### src/rtl/pipe_pkg.sv
// Shared types and encodings for the pipeline hazard/forwarding controller.
package pipe_pkg;

    // Per-stage tag flags; the destination address is added by the user
    // because its width is a module parameter.
    typedef struct packed {
        logic valid;
        logic regWrite;
    } tag_flags_t;

    // EX-stage operand source selects.
    typedef enum logic [1:0] {
        FWD_REGFILE = 2'b00,
        FWD_EXMEM   = 2'b01,
        FWD_MEMWB   = 2'b10
    } fwd_sel_e;

    // Stage that resolves branches.
    localparam int unsigned BR_ID  = 1;
    localparam int unsigned BR_EX  = 2;
    localparam int unsigned BR_MEM = 3;

    // Encoding loaded into IF/ID on a flush (sll $0,$0,0).
    localparam logic [31:0] NOP_INSTR = 32'h0000_0000;

endpackage

### src/rtl/fwd_match.sv
// Compares one EX-stage source register against the MEM and WB producers
// and returns the forwarding select for that operand.
module fwd_match
    import pipe_pkg::*;
#(
    parameter int unsigned REG_AW = 5
) (
    input  logic [REG_AW-1:0] srcAddr,
    input  logic              srcUsed,
    input  logic              memWrites,
    input  logic [REG_AW-1:0] memDst,
    input  logic              wbWrites,
    input  logic [REG_AW-1:0] wbDst,
    output logic [1:0]        sel
);

    logic srcLive;
    logic memHit;
    logic wbHit;

    // Youngest producer (MEM) wins over WB; register 0 never forwards.
    always_comb begin
        srcLive = srcUsed && (srcAddr != '0);
        memHit  = srcLive && memWrites && (memDst == srcAddr);
        wbHit   = srcLive && wbWrites && (wbDst == srcAddr);
        sel     = FWD_REGFILE;
        if (memHit) begin
            sel = FWD_EXMEM;
        end else if (wbHit) begin
            sel = FWD_MEMWB;
        end
    end

endmodule

### src/rtl/pipe_hazard_ctrl.sv
// Hazard and forwarding controller for the 5-stage pipeline: tracks
// destination tags for EX/MEM/WB, drives stalls, flushes, forwarding
// selects and saturating hazard counters.
module pipe_hazard_ctrl
    import pipe_pkg::*;
#(
    parameter int unsigned REG_AW   = 5,
    parameter int unsigned NUM_SRC  = 2,
    parameter int unsigned BR_STAGE = 3,
    parameter int unsigned FWD_EN   = 1,
    parameter int unsigned CNT_W    = 16
) (
    input  logic                      Clk,
    input  logic                      Rst_n,
    input  logic                      id_valid,
    input  logic [NUM_SRC*REG_AW-1:0] id_src_addr,
    input  logic [NUM_SRC-1:0]        id_src_used,
    input  logic [REG_AW-1:0]         id_dst_addr,
    input  logic                      id_reg_write,
    input  logic                      id_mem_read,
    input  logic                      br_resolve,
    input  logic                      br_taken,
    input  logic                      ext_stall,
    output logic                      pc_write_en,
    output logic                      ifid_write_en,
    output logic                      ifid_flush,
    output logic                      idex_bubble,
    output logic                      exmem_bubble,
    output logic [2*NUM_SRC-1:0]      fwd_sel,
    output logic [CNT_W-1:0]          load_use_cnt,
    output logic [CNT_W-1:0]          flush_cnt
);

    typedef struct packed {
        tag_flags_t               f;
        logic                     memRead;
        logic [REG_AW-1:0]        dst;
        logic [NUM_SRC*REG_AW-1:0] src;
        logic [NUM_SRC-1:0]       used;
    } ex_tag_t;

    // Loads in MEM/WB already deliver their data, so mem_read is not kept there.
    typedef struct packed {
        tag_flags_t        f;
        logic [REG_AW-1:0] dst;
    } tag_t;

    ex_tag_t exTag;
    tag_t    memTag;
    tag_t    wbTag;

    logic loadUse;
    logic brTaken;
    logic incLoadUse;
    logic incFlush;
    logic [NUM_SRC-1:0][1:0] matchSel;

    function automatic logic regHit(input tag_flags_t f, input logic [REG_AW-1:0] dst,
                                    input logic [REG_AW-1:0] src, input logic used);
        return f.valid && f.regWrite && used && (src != '0) && (dst == src);
    endfunction

    // Load-use detection (every RAW on EX/MEM when forwarding is disabled).
    always_comb begin
        loadUse = 1'b0;
        for (int unsigned i = 0; i < NUM_SRC; i++) begin
            if (regHit(exTag.f, exTag.dst, id_src_addr[i*REG_AW +: REG_AW], id_src_used[i])
                && (exTag.memRead || (FWD_EN == 0))) begin
                loadUse = 1'b1;
            end
            if ((FWD_EN == 0)
                && regHit(memTag.f, memTag.dst, id_src_addr[i*REG_AW +: REG_AW], id_src_used[i])) begin
                loadUse = 1'b1;
            end
        end
        if (!id_valid) begin
            loadUse = 1'b0;
        end
    end

    // Pipeline enables: reset, then freeze, then taken branch, then load-use stall.
    always_comb begin
        brTaken       = br_resolve && br_taken;
        pc_write_en   = 1'b0;
        ifid_write_en = 1'b0;
        ifid_flush    = 1'b0;
        idex_bubble   = 1'b0;
        exmem_bubble  = 1'b0;
        incLoadUse    = 1'b0;
        incFlush      = 1'b0;
        if (!Rst_n || ext_stall) begin
            // everything held low
        end else if (brTaken) begin
            pc_write_en   = 1'b1;
            ifid_write_en = 1'b1;
            ifid_flush    = 1'b1;
            idex_bubble   = (BR_STAGE >= BR_EX);
            exmem_bubble  = (BR_STAGE == BR_MEM);
            incFlush      = 1'b1;
        end else if (loadUse) begin
            idex_bubble = 1'b1;
            incLoadUse  = 1'b1;
        end else begin
            pc_write_en   = 1'b1;
            ifid_write_en = 1'b1;
        end
    end

    // Shadow tag pipeline; bubbles invalidate wrong-path or stalled entries.
    always_ff @(posedge Clk) begin
        if (!Rst_n) begin
            exTag  <= '0;
            memTag <= '0;
            wbTag  <= '0;
        end else if (!ext_stall) begin
            wbTag             <= memTag;
            memTag.f.valid    <= exTag.f.valid && !exmem_bubble;
            memTag.f.regWrite <= exTag.f.regWrite;
            memTag.dst        <= exTag.dst;
            if (idex_bubble || !id_valid) begin
                exTag <= '0;
            end else begin
                exTag.f.valid    <= 1'b1;
                exTag.f.regWrite <= id_reg_write;
                exTag.memRead    <= id_mem_read;
                exTag.dst        <= id_dst_addr;
                exTag.src        <= id_src_addr;
                exTag.used       <= id_src_used;
            end
        end
    end

    // Saturating hazard counters.
    always_ff @(posedge Clk) begin
        if (!Rst_n) begin
            load_use_cnt <= '0;
            flush_cnt    <= '0;
        end else begin
            if (incLoadUse && (load_use_cnt != '1)) begin
                load_use_cnt <= load_use_cnt + CNT_W'(1);
            end
            if (incFlush && (flush_cnt != '1)) begin
                flush_cnt <= flush_cnt + CNT_W'(1);
            end
        end
    end

    for (genvar g = 0; g < NUM_SRC; g++) begin : gFwd
        fwd_match #(.REG_AW(REG_AW)) uMatch (
            .srcAddr   (exTag.src[g*REG_AW +: REG_AW]),
            .srcUsed   (exTag.f.valid && exTag.used[g]),
            .memWrites (memTag.f.valid && memTag.f.regWrite),
            .memDst    (memTag.dst),
            .wbWrites  (wbTag.f.valid && wbTag.f.regWrite),
            .wbDst     (wbTag.dst),
            .sel       (matchSel[g])
        );
    end

    // Forwarding selects, forced to regfile in reset or when forwarding is off.
    always_comb begin
        fwd_sel = '0;
        if (Rst_n && (FWD_EN != 0)) begin
            for (int unsigned i = 0; i < NUM_SRC; i++) begin
                fwd_sel[2*i +: 2] = matchSel[i];
            end
        end
    end

endmodule

### config.mk
export PLATFORM = sky130hd
export DESIGN_NAME = pipe_hazard_ctrl
export DESIGN_NICKNAME = d
export VERILOG_FILES = /design/src/rtl/pipe_pkg.sv /design/src/rtl/fwd_match.sv /design/src/rtl/pipe_hazard_ctrl.sv
export SDC_FILE = /design/constraint.sdc
export NUM_CORES = 1
export LEC_CHECK = 0
export ABC_AREA = 1
export BUFFER_PORTS_ARGS = -buffer_cell sky130_fd_sc_hd__buf_4
export CELL_PAD_IN_SITES_DETAIL_PLACEMENT = 0
export CELL_PAD_IN_SITES_GLOBAL_PLACEMENT = 1
export CORE_UTILIZATION = 39
export DETAILED_ROUTE_END_ITERATION = 16
export PLACE_DENSITY_LB_ADDON = 0.1
export SETUP_SLACK_MARGIN = 0.5
export SYNTH_ARGS = -nofsm -noshare
export SYNTH_HDL_FRONTEND = slang
export SYNTH_SLANG_ARGS = --single-unit
export TNS_END_PERCENT = 10
### constraint.sdc
create_clock -name Clk -period 2.24 [get_ports Clk]
set_input_delay 0.448 -clock Clk [delete_from_list [all_inputs] [get_ports Clk]]
set_output_delay 0.448 -clock Clk [all_outputs]
set_load 0.05 [all_outputs]
==> results.yml <==
outcome:
  run_status: "complete, no violations"
final_layout:
  design.final.nets: 642
  area_growth_pct: 34.7
  layout-drive-gt1-share: 0.376
  final_core_utilization: 0.538
  antenna_cells_inserted: 0
setup_path:
  timing.critical_path.to: "pc_write_en"
  ff2ff_path_depth: 11
  rr_startpoint: "exTag[13]"
  critical_path.startpoint_type: "flop"
  critical_path.reg2reg.endpoint: "exTag[8]"
  crit_start: "exTag[13]"
  rrSetupSlack_ns: 0.47
  worst_setup_path_end_kind: "primary output"
  critical_path_class: "flop to primary output"
  timing.critical_path.arrival_ns: 1.70
  highest_net_fanout_along_the_worst_path: 6
  worst-endpoint-required_ns: 1.79
logic_synthesis:
  synth_async_sr_flop_share: 0
  synth.top_cells.by_count: "128 x sky130_fd_sc_hd__nand2_1, 66 x sky130_fd_sc_hd__dfxtp_1, 59 x sky130_fd_sc_hd__inv_1"
  synth_nets: 573
  synth_edf_count: 0
  ys_seq_elements: 66
  yosys_warnings: 0
  syn_area_per_cell_sq_um: 6.73
  dominant_synthesized_flop_cell: "sky130_fd_sc_hd__dfxtp_1"
  gate_count_of_the_mapped_netlist: 546
  yosysUniqueCellTypes: 35
  synth.top_cell.area_share: 0.360
  synth.top_cells.by_area: "sky130_fd_sc_hd__dfxtp_1 36%, sky130_fd_sc_hd__nand2_1 13%, sky130_fd_sc_hd__a21oi_1 7.1%"
  synth.largest_area_cell: "sky130_fd_sc_hd__dfxtp_1"
  synthMostInstantiatedCell: "sky130_fd_sc_hd__nand2_1"
  syn-cell-area_sq_um: 3670
  yosysSeqAreaShare: 0.360
routing:
  drc_errors: 0
  wire_per_inst_um: 13.8
  drt.antenna.violating_nets: 0
  detailedRoute.firstPassIterationCount: 5
  post_drt_via_cell_ratio: 5.04
  route.vias.total: 3684
  initialDrtViolationCount: 97
  wirelength_um: 10100
run:
  max-cap-violations: 0
floorplanning:
  num_rows: 35
  fp.dieArea_sq_um: 9810
  floorplan.core_area_sq_um: 9200
  floorplan.die.height_um: 99.1
  io_pins: 66
  fp.dieW_um: 99.1
  start_util: 0.400
timing:
  final-max-slew-violation-count: 0
  report.final.hold_viol_count: 0
  layout_setup_ws_ns: 0.0871
  setup_viol: 0
  tightest_slew_ns: 0.430
  setup_tns_ns: 0
  fin_crit_sh: 0.961
  grt_setup_unrepaired: "true"
  timing.clock.skew_ns: 0.00887
  worst_hold_slack_across_all_endpoints_ns: 0.361
  max_slew_margin: 0.713
  finalWorstPathRequiredPeriod_ns: 2.15
  maxClockFrequency_mhz: 464
placement:
  place_worst_setup_slack_ns: 0.218
  finalWeightedCongestion: 0.853
  portbufs: 65
  place_hpwl_um: 7240
clock_network:
  cts_max_path_buffers: 2
  clk_latency_ns: 0.35
  tritoncts: "yes"
  cts.hold.buffers_added: 0
  clock-root-buffer: "sky130_fd_sc_hd__clkbuf_8"
  clkSlewWorstSetupHoldPaths_ns: 0.08
  tritoncts.num_buffers: 9
  cts_num_sinks: 66
  htree_levels: 3
grt:
  grt_antenna_before_repair: 0
  gr-total-overflow: 0
  grt_start_max_net_pins: 37
  via_count_of_the_first_global_routing_pass: 3425
  globalRouteTotalUtil: 0.215
  global_route_wire_length_before_repair_um: 16800
pwr:
  power_density_nw_per_um2: 536
  static-leakage-power_nw: 2.09
  vdd_drop_max_uv: 243
  p_total_mw: 2.65
hold_path:
  min-delay-path-class: "input port to flop"
-- critical path, cell delays in order (launching register included) --
cell and delay [ns]:
sky130_fd_sc_hd__dfxtp_4 0.39, sky130_fd_sc_hd__inv_2 0.05, sky130_fd_sc_hd__nand2_2 0.06, sky130_fd_sc_hd__nand2_2 0.06, sky130_fd_sc_hd__nor2_2 0.10, sky130_fd_sc_hd__nand4_1 0.13, sky130_fd_sc_hd__nand2_2 0.11, sky130_fd_sc_hd__nand3_2 0.06
sky130_fd_sc_hd__nand2_2 0.09, sky130_fd_sc_hd__clkinvlp_4 0.12, sky130_fd_sc_hd__buf_8 0.17
-- routing by layer --
layer,global-route usage,vias to the layer above,wire length (um)
li1,-,1916,-
met2,0.337,67,4640
met5,0,-,0
met1,0.301,1688,5010
met3,0.0284,13,311
met4,0.0792,0,145
-- sequential cells by signal, indices dropped and copies added (netlist names) --
| name | flops |
|---|---|
| flush_cnt | 16 |
| exTag | 20 |
| wbTag | 7 |
| memTag | 7 |
| load_use_cnt | 16 |
-- worst min-delay path by stage --
stage                   start             to  slack (ns)  cells past startpoint
5_1_grt                 Rst_n  flush_cnt[11]        0.36                      3
2_1_floorplan       exTag[17]      exTag[17]        0.45                      2
3_3_place_gp        exTag[17]      exTag[17]        0.45                      2
4_1_cts        id_dst_addr[3]      exTag[15]        0.35                      3
3_5_place_dp        exTag[17]      exTag[17]        0.46                      2
6_report       id_dst_addr[3]      exTag[15]        0.36                      3
-- final cells by class --
class	count	area, sq um
Clock buffer	11	163
Clock inverter	5	58.8
Fill cell	914	4250
Inverter	67	305
Multi-Input combinational cell	389	2200
Sequential cell	66	1400
Tap cell	111	139
Timing Repair Buffer	82	687
-- per-stage QoR --
step	instance area (sq um)	std cells
floorplan	3840	546
global placement	4390	709
detailed placement	4390	709
CTS	4670	728
global route	4950	731
finish	4950	731
-- power breakdown --
group | internal [mW] | switching (mW) | total (mW)
combinational | 0.123 | 0.176 | 0.299
clock | 0.614 | 0.510 | 1.12
sequential | 1.19 | 0.0347 | 1.23
total | 1.93 | 0.721 | 2.65
-- logic make-up (layout without fill, tap and decap cells) --
group,count (synthesis),in the layout,share of synthesized area
AOI/OAI and AO/OA,94,94,0.142
and+or+nand+nor,266,266,0.326
buffers and inverters,91,165,0.101
xor gates and xnor gates,27,27,0.0644
DFF,66,66,0.360
adders and majority gates,2,2,0.00681
-- cells in the final DEF, fill, tap and decap left out, types with 4 or more instances in the layout --
cell type	instances
sky130_fd_sc_hd__nor3_2	4
sky130_fd_sc_hd__inv_2	17
sky130_fd_sc_hd__dfxtp_4	12
sky130_fd_sc_hd__nor3_1	10
sky130_fd_sc_hd__nand2_1	104
sky130_fd_sc_hd__xnor2_1	6
sky130_fd_sc_hd__nand2_2	29
sky130_fd_sc_hd__buf_4	69
sky130_fd_sc_hd__buf_6	7
sky130_fd_sc_hd__buf_8	6
sky130_fd_sc_hd__a21oi_1	50
sky130_fd_sc_hd__nor2_2	6
sky130_fd_sc_hd__a21oi_2	12
sky130_fd_sc_hd__xor2_1	20
sky130_fd_sc_hd__dfxtp_1	29
sky130_fd_sc_hd__nand3_2	4
sky130_fd_sc_hd__nand2_4	4
sky130_fd_sc_hd__dfxtp_2	25
sky130_fd_sc_hd__nor2_4	4
sky130_fd_sc_hd__nand3_1	21
sky130_fd_sc_hd__clkbuf_8	10
sky130_fd_sc_hd__inv_1	41
sky130_fd_sc_hd__nand4_1	29
sky130_fd_sc_hd__nor2_1	41
sky130_fd_sc_hd__o21ai_0	21
-- what timing repair did --
item,4_1_cts,5_1_grt
pin swaps,4,29
gates resized for setup,12,92
buffers inserted,3,3
setup endpoints to repair,32,60
No activity file was read; power rests on OpenSTA's default activity.
